==> src/rtl/core_types_pkg.sv <==
// Shared ALU result types used by the writeback-side result buffer.
package core_types_pkg;

  localparam int WORD_W = 32;
  localparam int TAG_W  = 5;

  typedef logic [3:0] aluop_t;

  // One buffered ALU result: producing op, result word and destination tag.
  typedef struct packed {
    aluop_t              op;
    logic [WORD_W-1:0]   data;
    logic [TAG_W-1:0]    tag;
  } alu_result_t;

endpackage

==> src/rtl/alu_result_fifo_if.sv <==
// ALU-side push port and writeback-side pop port of the result buffer.
interface alu_result_fifo_if
  import core_types_pkg::*;
#(
  parameter int DEPTH = 4,
  parameter int TAG_W = 5
);

  logic                       flush;

  logic                       in_valid;
  logic                       in_ready;
  aluop_t                     in_op;
  logic [WORD_W-1:0]          in_out;
  logic [TAG_W-1:0]           in_tag;

  logic                       out_valid;
  logic                       out_ready;
  aluop_t                     out_op;
  logic [WORD_W-1:0]          out_data;
  logic [TAG_W-1:0]           out_tag;
  logic                       out_zero;

  logic [$clog2(DEPTH):0]     count;

  // Driven by the ALU / writeback side.
  modport master (
    output flush,
    output in_valid, in_op, in_out, in_tag,
    input  in_ready,
    input  out_valid, out_op, out_data, out_tag, out_zero,
    output out_ready,
    input  count
  );

  // Implemented by the buffer itself.
  modport slave (
    input  flush,
    input  in_valid, in_op, in_out, in_tag,
    output in_ready,
    output out_valid, out_op, out_data, out_tag, out_zero,
    input  out_ready,
    output count
  );

endinterface

==> src/rtl/alu_result_fifo.sv <==
// In-order result buffer between the single-cycle ALU and the writeback
// stage. Handshake outputs depend only on the registered occupancy count,
// so there is no combinational path from the push side to the pop side.
// TAG_W must match core_types_pkg::TAG_W because storage uses the shared
// alu_result_t struct.
module alu_result_fifo
  import core_types_pkg::*;
#(
  parameter int DEPTH = 4,
  parameter int TAG_W = 5
) (
  input  logic               CLK,
  input  logic               nRST,
  alu_result_fifo_if.slave   bus
);

  localparam int PTR_W = $clog2(DEPTH);
  localparam int CNT_W = PTR_W + 1;
  localparam logic [CNT_W-1:0] FULL_CNT = CNT_W'(DEPTH);

  alu_result_t        mem_q [DEPTH];
  alu_result_t        mem_d [DEPTH];
  logic [PTR_W-1:0]   wr_ptr_q, wr_ptr_d;
  logic [PTR_W-1:0]   rd_ptr_q, rd_ptr_d;
  logic [CNT_W-1:0]   count_q, count_d;

  logic               push;
  logic               pop;
  alu_result_t        head;

  // Handshake qualifiers from registered occupancy only.
  always_comb begin
    bus.in_ready  = (count_q != FULL_CNT);
    bus.out_valid = (count_q != '0);
    push          = bus.in_valid  & bus.in_ready;
    pop           = bus.out_valid & bus.out_ready;
  end

  // Next-state for storage, pointers and count; flush wins over push and pop.
  always_comb begin
    mem_d    = mem_q;
    wr_ptr_d = wr_ptr_q;
    rd_ptr_d = rd_ptr_q;
    count_d  = count_q;
    if (bus.flush) begin
      wr_ptr_d = '0;
      rd_ptr_d = '0;
      count_d  = '0;
    end else begin
      if (push) begin
        mem_d[wr_ptr_q] = '{op: bus.in_op, data: bus.in_out, tag: bus.in_tag};
        wr_ptr_d        = wr_ptr_q + 1'b1;
      end
      if (pop) begin
        rd_ptr_d = rd_ptr_q + 1'b1;
      end
      if (push && !pop) begin
        count_d = count_q + 1'b1;
      end else if (pop && !push) begin
        count_d = count_q - 1'b1;
      end
    end
  end

  // State registers; reset also clears storage so the head reads as zero.
  always_ff @(posedge CLK or negedge nRST) begin
    if (!nRST) begin
      mem_q    <= '{default: '0};
      wr_ptr_q <= '0;
      rd_ptr_q <= '0;
      count_q  <= '0;
    end else begin
      mem_q    <= mem_d;
      wr_ptr_q <= wr_ptr_d;
      rd_ptr_q <= rd_ptr_d;
      count_q  <= count_d;
    end
  end

  // Head presentation. out_zero is qualified by out_valid so it reads 0
  // out of reset (storage cleared) while still flagging a valid zero result.
  always_comb begin
    head         = mem_q[rd_ptr_q];
    bus.out_op   = head.op;
    bus.out_data = head.data;
    bus.out_tag  = head.tag;
    bus.out_zero = bus.out_valid & (head.data == '0);
    bus.count    = count_q;
  end

endmodule

==> src/flat_wrapper.sv <==
// flat-port wrapper written by rule: the top's interface ports become plain ports
module alu_result_fifo_flat import core_types_pkg::*;
#(
  parameter int DEPTH = 4,
  parameter int TAG_W = 5
)
  (CLK, nRST, bus_flush, bus_in_valid, bus_in_op, bus_in_out, bus_in_tag, bus_in_ready, bus_out_valid, bus_out_op, bus_out_data, bus_out_tag, bus_out_zero, bus_out_ready, bus_count);
  alu_result_fifo_if #(.DEPTH(DEPTH), .TAG_W(TAG_W)) bus_i ();
  input  logic CLK;
  input  logic nRST;
  input wire logic [$bits(bus_i.flush)-1:0] bus_flush;
  input wire logic [$bits(bus_i.in_valid)-1:0] bus_in_valid;
  input wire logic [$bits(bus_i.in_op)-1:0] bus_in_op;
  input wire logic [$bits(bus_i.in_out)-1:0] bus_in_out;
  input wire logic [$bits(bus_i.in_tag)-1:0] bus_in_tag;
  output wire logic [$bits(bus_i.in_ready)-1:0] bus_in_ready;
  output wire logic [$bits(bus_i.out_valid)-1:0] bus_out_valid;
  output wire logic [$bits(bus_i.out_op)-1:0] bus_out_op;
  output wire logic [$bits(bus_i.out_data)-1:0] bus_out_data;
  output wire logic [$bits(bus_i.out_tag)-1:0] bus_out_tag;
  output wire logic [$bits(bus_i.out_zero)-1:0] bus_out_zero;
  input wire logic [$bits(bus_i.out_ready)-1:0] bus_out_ready;
  output wire logic [$bits(bus_i.count)-1:0] bus_count;
  assign bus_i.flush = bus_flush;
  assign bus_i.in_valid = bus_in_valid;
  assign bus_i.in_op = bus_in_op;
  assign bus_i.in_out = bus_in_out;
  assign bus_i.in_tag = bus_in_tag;
  assign bus_in_ready = bus_i.in_ready;
  assign bus_out_valid = bus_i.out_valid;
  assign bus_out_op = bus_i.out_op;
  assign bus_out_data = bus_i.out_data;
  assign bus_out_tag = bus_i.out_tag;
  assign bus_out_zero = bus_i.out_zero;
  assign bus_i.out_ready = bus_out_ready;
  assign bus_count = bus_i.count;
  alu_result_fifo #(.DEPTH(DEPTH), .TAG_W(TAG_W)) u_core (.CLK(CLK), .nRST(nRST), .bus(bus_i));
endmodule
==> config.mk <==
export PLATFORM = sky130hd
export DESIGN_NAME = alu_result_fifo_flat
export DESIGN_NICKNAME = d
export VERILOG_FILES = /design/src/rtl/core_types_pkg.sv /design/src/rtl/alu_result_fifo_if.sv /design/src/rtl/alu_result_fifo.sv /design/src/flat_wrapper.sv
export SDC_FILE = /design/constraint.sdc
export NUM_CORES = 1
export LEC_CHECK = 0
export ABC_AREA = 1
export CAP_MARGIN = 10
export CORE_ASPECT_RATIO = 0.8
export CORE_MARGIN = 2
export CORE_UTILIZATION = 50
export DETAILED_ROUTE_END_ITERATION = 8
export HOLD_SLACK_MARGIN = 0.05
export PLACE_DENSITY = 0.79
export RECOVER_POWER = 100
export SYNTH_ARGS = -nofsm -noshare
export SYNTH_HDL_FRONTEND = slang
export SYNTH_SLANG_ARGS = --single-unit
==> constraint.sdc <==
create_clock -name CLK -period 2.32 [get_ports CLK]
set_clock_uncertainty 0.05 [all_clocks]
set_input_delay 0.464 -clock CLK [delete_from_list [all_inputs] [get_ports CLK]]
set_output_delay 0.464 -clock CLK [all_outputs]
set_load 0.005 [all_outputs]
==> results.md, run 1 <==
Power:
- For this design the static power due to leakage is 0.005525 uW.
- The power consumption is about 14000 uW.
- For this design the ratio of total power to cell area is around 1300 nW/um^2.
- The largest vdd supply drop is 0.5849 mV.

Status:
- The final reports fail on negative setup slack.
- The flow ran to the end, but the final reports show violations.

Global route:
- Entering global routing, the biggest net connects 56 pins.
- The number of global-route vias before repair is between 7000 and 8000.
- Across every metal layer, demand over resource in global routing totals between 20% and 30%.
- The total overflow left after global routing is 0.
- The number of antenna violations at the first check in global routing came to 0.
- The first global-routing pass estimated between 30 and 40 mm of wire.

Clocking:
- The CTS buffer count is 17.
- The clock tree from TritonCTS is yes.
- The clock insertion delay at the later pin of the skew report is between 0.4 and 0.5 ns.
- The H-tree generated during clock tree synthesis spans 4 levels.
- The number of clock sinks is 171.
- The maximum clock insertion buffer count is 2.
- The root buffer cell chosen for the clock tree is sky130_fd_sc_hd__clkbuf_16.
- After clock tree synthesis, the clock-pin slew on the worst setup and hold paths is 0.06 ns.

Hold path:
- The min-delay analysis places its worst path in the category flop to flop.

Finish:
- The sequential cell area is approximately 4300 sq um.
- The relative area change from synthesis to final layout is 38.42%.
- Cells with a size suffix above 1 make up between 20% and 30% of the layout.
- In the layout the commonest cells are sky130_fd_sc_hd__nand2_1 (285), sky130_fd_sc_hd__dfrtp_1 (169), sky130_fd_sc_hd__o21ai_0 (140).
- The most frequent standard cell in the layout excluding fill and tap cells is sky130_fd_sc_hd__nand2_1.
- Counting the fill cells in the layout gives around 1100.
- The antenna diode count is 0.
- In the final design database the tool counted around 1200 nets.
- The footprint of the multi-input gates is 3267 sq um.
- The finished layout holds 1369 standard cells, fillers aside.

Route:
- The final layout contains routed wiring with a total length of between 20 and 25 mm.
- The total DRC errors in the routed layout is 0.
- After detailed routing, the average wire length per cell comes to around 17 um.
- In the routed layout, each cell is associated on average with a via count of ~5.5.
- For this run, the detailed router's first-pass iteration total came to 7.
- In this run, the number of DRC markers left after iteration 0 of detailed routing was about 860.
- The remaining antenna violation count is 0.
- The detailed router placed ~7500 vias in this run.

Floorplan:
- The initial core utilization is between 50% and 60%.
- The number of core rows is 41.
- The die span in y is 116.5 um.
- The core area is ~16000 sq um.
- The area of the die is 16860 sq um.
- The top-level I/O count is 93.
- The floorplan step set the die width to 144.7 um.

Synth:
- Summing the areas of all xor and xnor instances in the mapped netlist gives 0.1107% of the synthesized area.
- The post-synth net total is 1022.
- The cell area after synthesis is roughly 7900 sq um.
- Yosys printed 0 warnings.
- In the synthesized netlist, the number of instances is 971.
- The dominant combinational cell family by area after synthesis is simple AND/OR/NAND/NOR gates.
- Counting distinct cell types in the post-synthesis netlist gives 26.
- The synthesized design contains around 170 register bits.
- Ranked by total cell area, the synthesized netlist is headed by sky130_fd_sc_hd__dfrtp_1 (54%), sky130_fd_sc_hd__nand2_1 (16%), sky130_fd_sc_hd__o21ai_0 (9.2%).
- Summing the areas of all compound-gate instances in the mapped netlist gives 13.44% of the synthesized area.
- Measured against the total synthesized area, the mux share comes to 0%.
- The fraction of post-synthesis cell area in the top cell type by area is approximately 54%.
- The register area share after synthesis is around 54%.
- The synthesized-area fraction occupied by and/or/nand/nor cells is ~23%.
- The synthesized design spends more area on one cell type than any other, namely sky130_fd_sc_hd__dfrtp_1.
- The average cell area after synthesis is 8.150 sq um.
- After Yosys synthesis, full adders, half adders and majority gates account for less than 1% of the synthesized area.

Setup path:
- The kind of cell with the highest combined delay along the critical path is simple AND/OR/NAND/NOR gates.
- Along the worst path, the maximum fanout reaches 6.
- The delay contributed by the slowest stage of the critical path is ~0.52 ns.
- The critical path is of the flop to output pin type.
- At the worst endpoint, the arrival time is 2.32 ns.
- The type of element launching the critical path is a flop.
- The critical-path cell with the highest stage delay is sky130_fd_sc_hd__dfrtp_4.
- STA classifies the critical path endpoint as an output pin.
- The cell type with the highest occurrence count on the critical path is sky130_fd_sc_hd__nand2_1.
- Together, buffers and inverters on the worst path number 4.
- Data on the critical path is required at its endpoint by 1.81 ns.
- The signal on the critical path passes through buf_6 -> buf_12 -> buf_16 -> nand2_4 -> nand3_2 -> nand2_2 -> nand2_1 -> nor2_1 -> nand2_1 -> nor2_2 -> nand2_1 -> nor2_2 -> buf_2.

Timing:
- Setup violations remaining at the end of the flow were counted as 37.
- Setup repair after global routing could not meet its margin everywhere.
- The final worst setup slack is -0.5100 ns.
- The max-slew headroom at the worst pin is ~12%.
- Dividing the final minimum period by the clock period gives 122.0%.
- Based on the critical path, the design can be clocked at up to 0.3534 GHz.
- Counting I/O delays and the setup requirement, the final critical path takes between 2 and 3 ns.
- For the pin with the worst max-slew slack, the measured transition is ~1.3 ns.
- The total count of hold-check failures in the final report is 0.
- The number of max-slew violations in the final report is 0.

Placement:
- The congestion estimate from routability-driven global placement came to just over 0.8.
- The number of placed cells counting well taps is approximately 1300.
- The post-DP HPWL is between 10 and 15 mm.
- Buffers placed on the I/O ports in this run total 92.

Flow run:
- The max-cap check violation count is 0.
-- synth_stat cells --
cell / count
sky130_fd_sc_hd__ha_1: 4
sky130_fd_sc_hd__nand3_2: 1
sky130_fd_sc_hd__nand3_1: 62
sky130_fd_sc_hd__buf_4: 2
sky130_fd_sc_hd__nor3_1: 1
sky130_fd_sc_hd__nand4_1: 1
sky130_fd_sc_hd__buf_6: 12
sky130_fd_sc_hd__o21ai_1: 47
sky130_fd_sc_hd__a21oi_1: 4
sky130_fd_sc_hd__buf_2: 43
sky130_fd_sc_hd__nand2_1: 330
sky130_fd_sc_hd__inv_1: 78
sky130_fd_sc_hd__inv_4: 2
sky130_fd_sc_hd__and2_4: 1
sky130_fd_sc_hd__nand2_4: 4
sky130_fd_sc_hd__dfrtp_1: 171
sky130_fd_sc_hd__nor3_2: 2
sky130_fd_sc_hd__fa_1: 1
sky130_fd_sc_hd__inv_2: 5
sky130_fd_sc_hd__nor2_1: 37
sky130_fd_sc_hd__a22o_1: 1
sky130_fd_sc_hd__nand2_2: 2
sky130_fd_sc_hd__xnor2_1: 1
sky130_fd_sc_hd__clkbuf_1: 2
sky130_fd_sc_hd__o21ai_0: 146
sky130_fd_sc_hd__o22ai_1: 11
-- per-layer routing --
metal	vias up	global-route usage, %	routed length, um
met3	81	6.396	1897
met2	400	45.59	11360
li1	3452	-	-
met5	-	0	0
met1	3604	35.73	9762
met4	0	10.87	795
-- tightest hold or removal path, stage by stage (launching register included) --
cell and delay, ns:
sky130_fd_sc_hd__dfrtp_1 0.34, sky130_fd_sc_hd__nand2_1 0.05, sky130_fd_sc_hd__o21ai_0 0.06
-- cell families (layout without fill, tap and decap cells) --
family,Yosys count,after routing
AOI/OAI and AO/OA,209,209
xor gates and xnor gates,1,1
adders and majority gates,5,5
buffers and inverters,144,327
DFF,171,171
and+or+nand+nor,441,441
-- power breakdown --
| group | internal [uW] | leakage [uW] | switching (uW) |
|---|---|---|---|
| Sequential | 4180 | 0.00221 | 806 |
| Combinational | 3180 | 0.00305 | 3170 |
| Clock | 1590 | 0.000270 | 1170 |
| Total | 8950 | 0.00552 | 5150 |
-- final timing paths --
kind	start	endpoint	slack, ns	depth (start not counted)
worst max-delay path	u_core.rd_ptr_q[0]	bus_out_zero	-0.51	13
worst min-delay path	u_core.mem_q[84]	u_core.mem_q[84]	0.43	2
worst max register to register	u_core.bus.count[2]	u_core.mem_q[91]	-0.06	8
worst min register to register	u_core.mem_q[84]	u_core.mem_q[84]	0.43	2
max in group asynchronous	nRST	u_core.rd_ptr_q[0]	0.22	3
min in group asynchronous	nRST	u_core.mem_q[67]	0.81	2
-- cell type report --
class	count	share of cell area (%)
Tap cell	215	2.456
Sequential cell	171	39.11
Inverter	85	3.084
Timing Repair Buffer	207	19.73
Multi-Input combinational cell	656	29.82
Timing Repair inverter	5	0.7767
Clock buffer	22	4.146
Clock inverter	8	0.8795
-- repair_timing --
action | 4_1_cts | 5_1_grt
pin swaps | 54 | 44
endpoints found under the hold margin | 48 | 0
hold buffers | 1 | 0
buffers inserted | 35 | 25
resized for setup | 224 | 112
cloned | 13 | 1
endpoints found under the setup margin | 42 | 42
-- state kept, by name, indices dropped and copies added, names as in the netlist --
register and flops:
u_core.bus.count 3, u_core.rd_ptr_q 2, u_core.mem_q 164, u_core.wr_ptr_q 2
-- per-stage QoR --
stage                     setup WS [ns]  hold slack, ns  setup TNS, ns  instance area (sq um)  util [%]
after detailed placement        -0.2522          0.3994         -1.654                   9339     59.69
after floorplan                  0.5118          0.1184              0                   7914         -
final                           -0.5100          0.4348         -4.749                  10950     70.01
after CTS                       -0.4345          0.4366         -4.092                  10650     68.07
after global placement          -0.2408          0.3987         -1.292                   9339     59.69
after global routing            -0.5952          0.4592         -12.94                  10950     70.01
Note: power is estimated with default switching activity, not from simulation.
==> run 2, diff against run 1 <==
- CORE_UTILIZATION: 50 -> 23
- PLACE_DENSITY: 0.79 -> 0.46
==> run 2 against run 1 <==
Against the previous run: power decreased by 6.1%; critical endpoint unchanged; register-to-register slack improved by 0.03 ns; fmax up 7.3%; non-clock buffer count down 28; count of clock-buffer cells in the layout down 3; critical path type unchanged; the flow still finishes with violations (negative setup slack); sequential power shrank 2%.
==> results.md, run 2 (synthesized netlist as in run 1, its figures left out) <==
Route:
- The routed wire length is 23.19 mm (-2.6%).
- The detail-routed via count per cell came to 4.328 (-21%).
- The total DRC errors in the routed layout is 0 (unchanged).
- The mean routed wirelength per cell came to 14.90 um (-14%).
- The remaining antenna violation count was 0 (unchanged).
- The length of the first detailed-routing pass in iterations came to 5 (-2).
- The total via count in the routed design is 6739 (-11%).
- The violation count after the first detailed-routing iteration was 470 (-45%).

Power:
- The power consumption is 13240 uW (-6.1%).
- The standby leakage power is 0.005188 uW (-6.1%).
- The switching part of the total power came to 35.36% (-1.1 points).
- The power density relative to cell area is 1252 nW/um^2 (-2.7%).
- The power share of the combinational group is 40.5% (-4.5 points).
- The proportion of power drawn by the clock network is 22.8% (+3.2 points).
- The total net switching power is 4683 uW (-9.0%).
- The largest vdd supply drop came to 0.4813 mV (-18%).
- The internal power consumption is 8559 uW (-4.4%).
- The register share of total power is 36.7% (+1.3 points).

Status:
- The checks that failed: negative setup slack.
- The run finished, with violations left.

Floorplan:
- The number of core rows is 60 (+46%).
- The die span in y was 169.9 um (+46%).
- The area of the die is 35920 sq um (+110%).
- The x dimension of the die was 211.4 um (+46%).
- The initial core utilization is 23.43% (-27 points).
- The core area came to 33780 sq um (+120%).
- The top-level I/O count came to 93 (unchanged).

Global route:
- The number of global-route vias before repair was 6739 (-5.0%).
- The number of antenna violations at the first check in global routing is 0 (unchanged).
- The met3 track utilization from global routing is 2.639% (-3.8 points).
- The pin count of the biggest net entering global routing came to 53 (-5.4%).
- The total routing usage reported by global routing is 13.49% (-14 points).
- The global-route wire length before repair is 37.67 mm (+6.0%).
- The met2 track utilization from global routing was 20.47% (-25 points).
- The most heavily used metal layer in global routing is met2.
- The global-route congestion overflow total was 0 (unchanged).
- The met1 global-route usage is 19.70% (-16 points).

Finish:
- The number of flip-flops under the largest register name is 164 (unchanged).
- The count of filler cells inserted in the layout is 3649 (+230%).
- The share of the core filled with cells is 31.30% (-39 points).
- The area growth from synthesis to layout is 33.61%.
- Leaving out fill and tap cells, the most frequent cell in the layout is sky130_fd_sc_hd__nand2_1.
- The antenna diode count was 0 (unchanged).
- The fraction of layout cells with a size suffix above 1 was 20.30% (-4.6 points).
- Leaving out fill and tap cells, the most frequent cells in the layout are sky130_fd_sc_hd__nand2_1 (306), sky130_fd_sc_hd__dfrtp_1 (169), sky130_fd_sc_hd__o21ai_0 (143).
- The register with the most flip-flops is u_core.mem_q.
- The final-stage net count is 1161 (-2.8%).
- The non-filler instance count after layout is 1557 (+14%).

Timing:
- The max-slew headroom at the worst pin came to 9.937% (-2.3 points).
- Setup repair after global routing could not meet its margin everywhere.
- The total count of hold-check failures in the final report is 0 (unchanged).
- The setup TNS was -0.9515 ns (+3.798 ns).
- The total of endpoints with negative setup slack in the final report is 28 (-24%).
- The highest clock rate is 0.3790 GHz (+7.3%).
- The final worst setup slack is -0.3185 ns (+0.1915 ns).
- The worst hold slack across all endpoints is 0.4297 ns (-0.005074 ns).
- The clock period minus final worst setup slack was 2.639 ns (-0.1915 ns).
- The number of max-slew violations in the final report is 0 (unchanged).
- The transition time at the pin with the least slew margin is 1.351 ns (+0.03505 ns).
- The final critical-path share of the clock period came to 113.7% (-8.3 points).

Clocking:
- The maximum clock insertion buffer count was 2 (unchanged).
- The root buffer cell is sky130_fd_sc_hd__clkbuf_16.
- The CTS H-tree depth is 4 (unchanged).
- The clock tree from TritonCTS is yes.
- The clock insertion delay at the later pin of the skew report is 0.44 ns (about the same).
- The number of clock sinks is 171 (unchanged).
- The clock edge transition at the registers on the reported setup and hold paths is 0.06 ns (about the same).
- The CTS buffer count was 17 (unchanged).

Placement:
- The number of placed cells counting well taps was 1510 (+18%).
- The final RePlAce weighted congestion is 0.7222 (-11%).
- The number of port buffers came to 92 (unchanged).
- The post-DP HPWL came to 14.87 mm (+21%).

Setup path:
- The category of the most critical setup path is flop to output pin.
- The critical path arrival is 2.12 ns (-0.20 ns).
- The capturing element type of the critical path is an output pin.
- STA classifies the critical path startpoint as a flop.
- The required time at the endpoint of the critical path came to 1.81 ns (about the same).
- The critical-path maximum fanout is 4 (-2).

Hold path:
- The kind of path behind the tightest hold check is flop to flop.

Flow run:
- The max-cap check violation count is 0 (unchanged).
==> run 2: timing repair <==
| item | in CTS | in global routing |
|---|---|---|
| hold buffers | 1 | 0 |
| setup endpoints to repair | 42 | 42 |
| gates resized for setup | 128 | 89 |
| pin swaps | 6 | 25 |
| endpoints found under the hold margin | 44 | 0 |
| cloned | 3 | 2 |
| setup buffers | 4 | 6 |
==> run 2: power by group through the flow <==
stage	logic, uW	registers (uW)	clock network [uW]
after floorplan	2690	4680	0
after global placement	5180	4870	0
after detailed placement	5230	4860	0
after CTS	5330	4840	3120
after global routing	6100	5010	3260
final	5360	4860	3020
==> run 2: critical path: stages, from the launching register on <==
cell and delay (ns):
sky130_fd_sc_hd__dfrtp_2 0.47, sky130_fd_sc_hd__buf_12 0.17, sky130_fd_sc_hd__clkbuf_16 0.15, sky130_fd_sc_hd__nand2_1 0.06, sky130_fd_sc_hd__nand3_1 0.10, sky130_fd_sc_hd__nand2_2 0.07, sky130_fd_sc_hd__nand2_1 0.05, sky130_fd_sc_hd__nor2_1 0.11
sky130_fd_sc_hd__nand2_1 0.09, sky130_fd_sc_hd__nor2_4 0.13, sky130_fd_sc_hd__nand2_2 0.10, sky130_fd_sc_hd__nor2_2 0.08, sky130_fd_sc_hd__buf_2 0.11
==> run 2: area by class of cell <==
| cell class | count | area (sq um) | area share, % |
|---|---|---|---|
| Tap cell | 434 | 543.0 | 5.135 |
| Clock buffer | 19 | 452.9 | 4.284 |
| Clock inverter | 13 | 165.2 | 1.562 |
| Inverter | 85 | 321.6 | 3.041 |
| Sequential cell | 171 | 4282 | 40.49 |
| Multi-Input combinational cell | 656 | 3128 | 29.58 |
| Timing Repair Buffer | 179 | 1682 | 15.90 |
==> run 2: path summary, 6_finish.rpt <==
kind | start | endpoint | slack (ns) | depth (start not counted)
max | u_core.rd_ptr_q[0] | bus_out_zero | -0.32 | 12
min | u_core.mem_q[45] | u_core.mem_q[45] | 0.43 | 2
max reg2reg | u_core.bus.count[1] | u_core.mem_q[108] | -0.03 | 10
min reg2reg | u_core.mem_q[45] | u_core.mem_q[45] | 0.43 | 2
max in group asynchronous | nRST | u_core.mem_q[85] | 0.31 | 3
min in group asynchronous | nRST | u_core.mem_q[68] | 0.84 | 2
==> run 2: metal layers <==
metal | part of all wire (%) | vias to the layer above
met5 | 0 | -
met4 | 0.95 | 0
met3 | 4.1 | 20
met2 | 44 | 134
met1 | 51 | 3212
li1 | - | 3373
==> run 2: through the flow <==
| step | worst slack [ns] | cell area, sq um |
|---|---|---|
| 5_1_grt | -0.4441 | 10570 |
| 4_1_cts | -0.3827 | 10570 |
| 3_5_place_dp | -0.3963 | 9737 |
| 2_1_floorplan | 0.5118 | 7914 |
| 6_report | -0.3185 | 10570 |
| 3_3_place_gp | -0.3671 | 9737 |
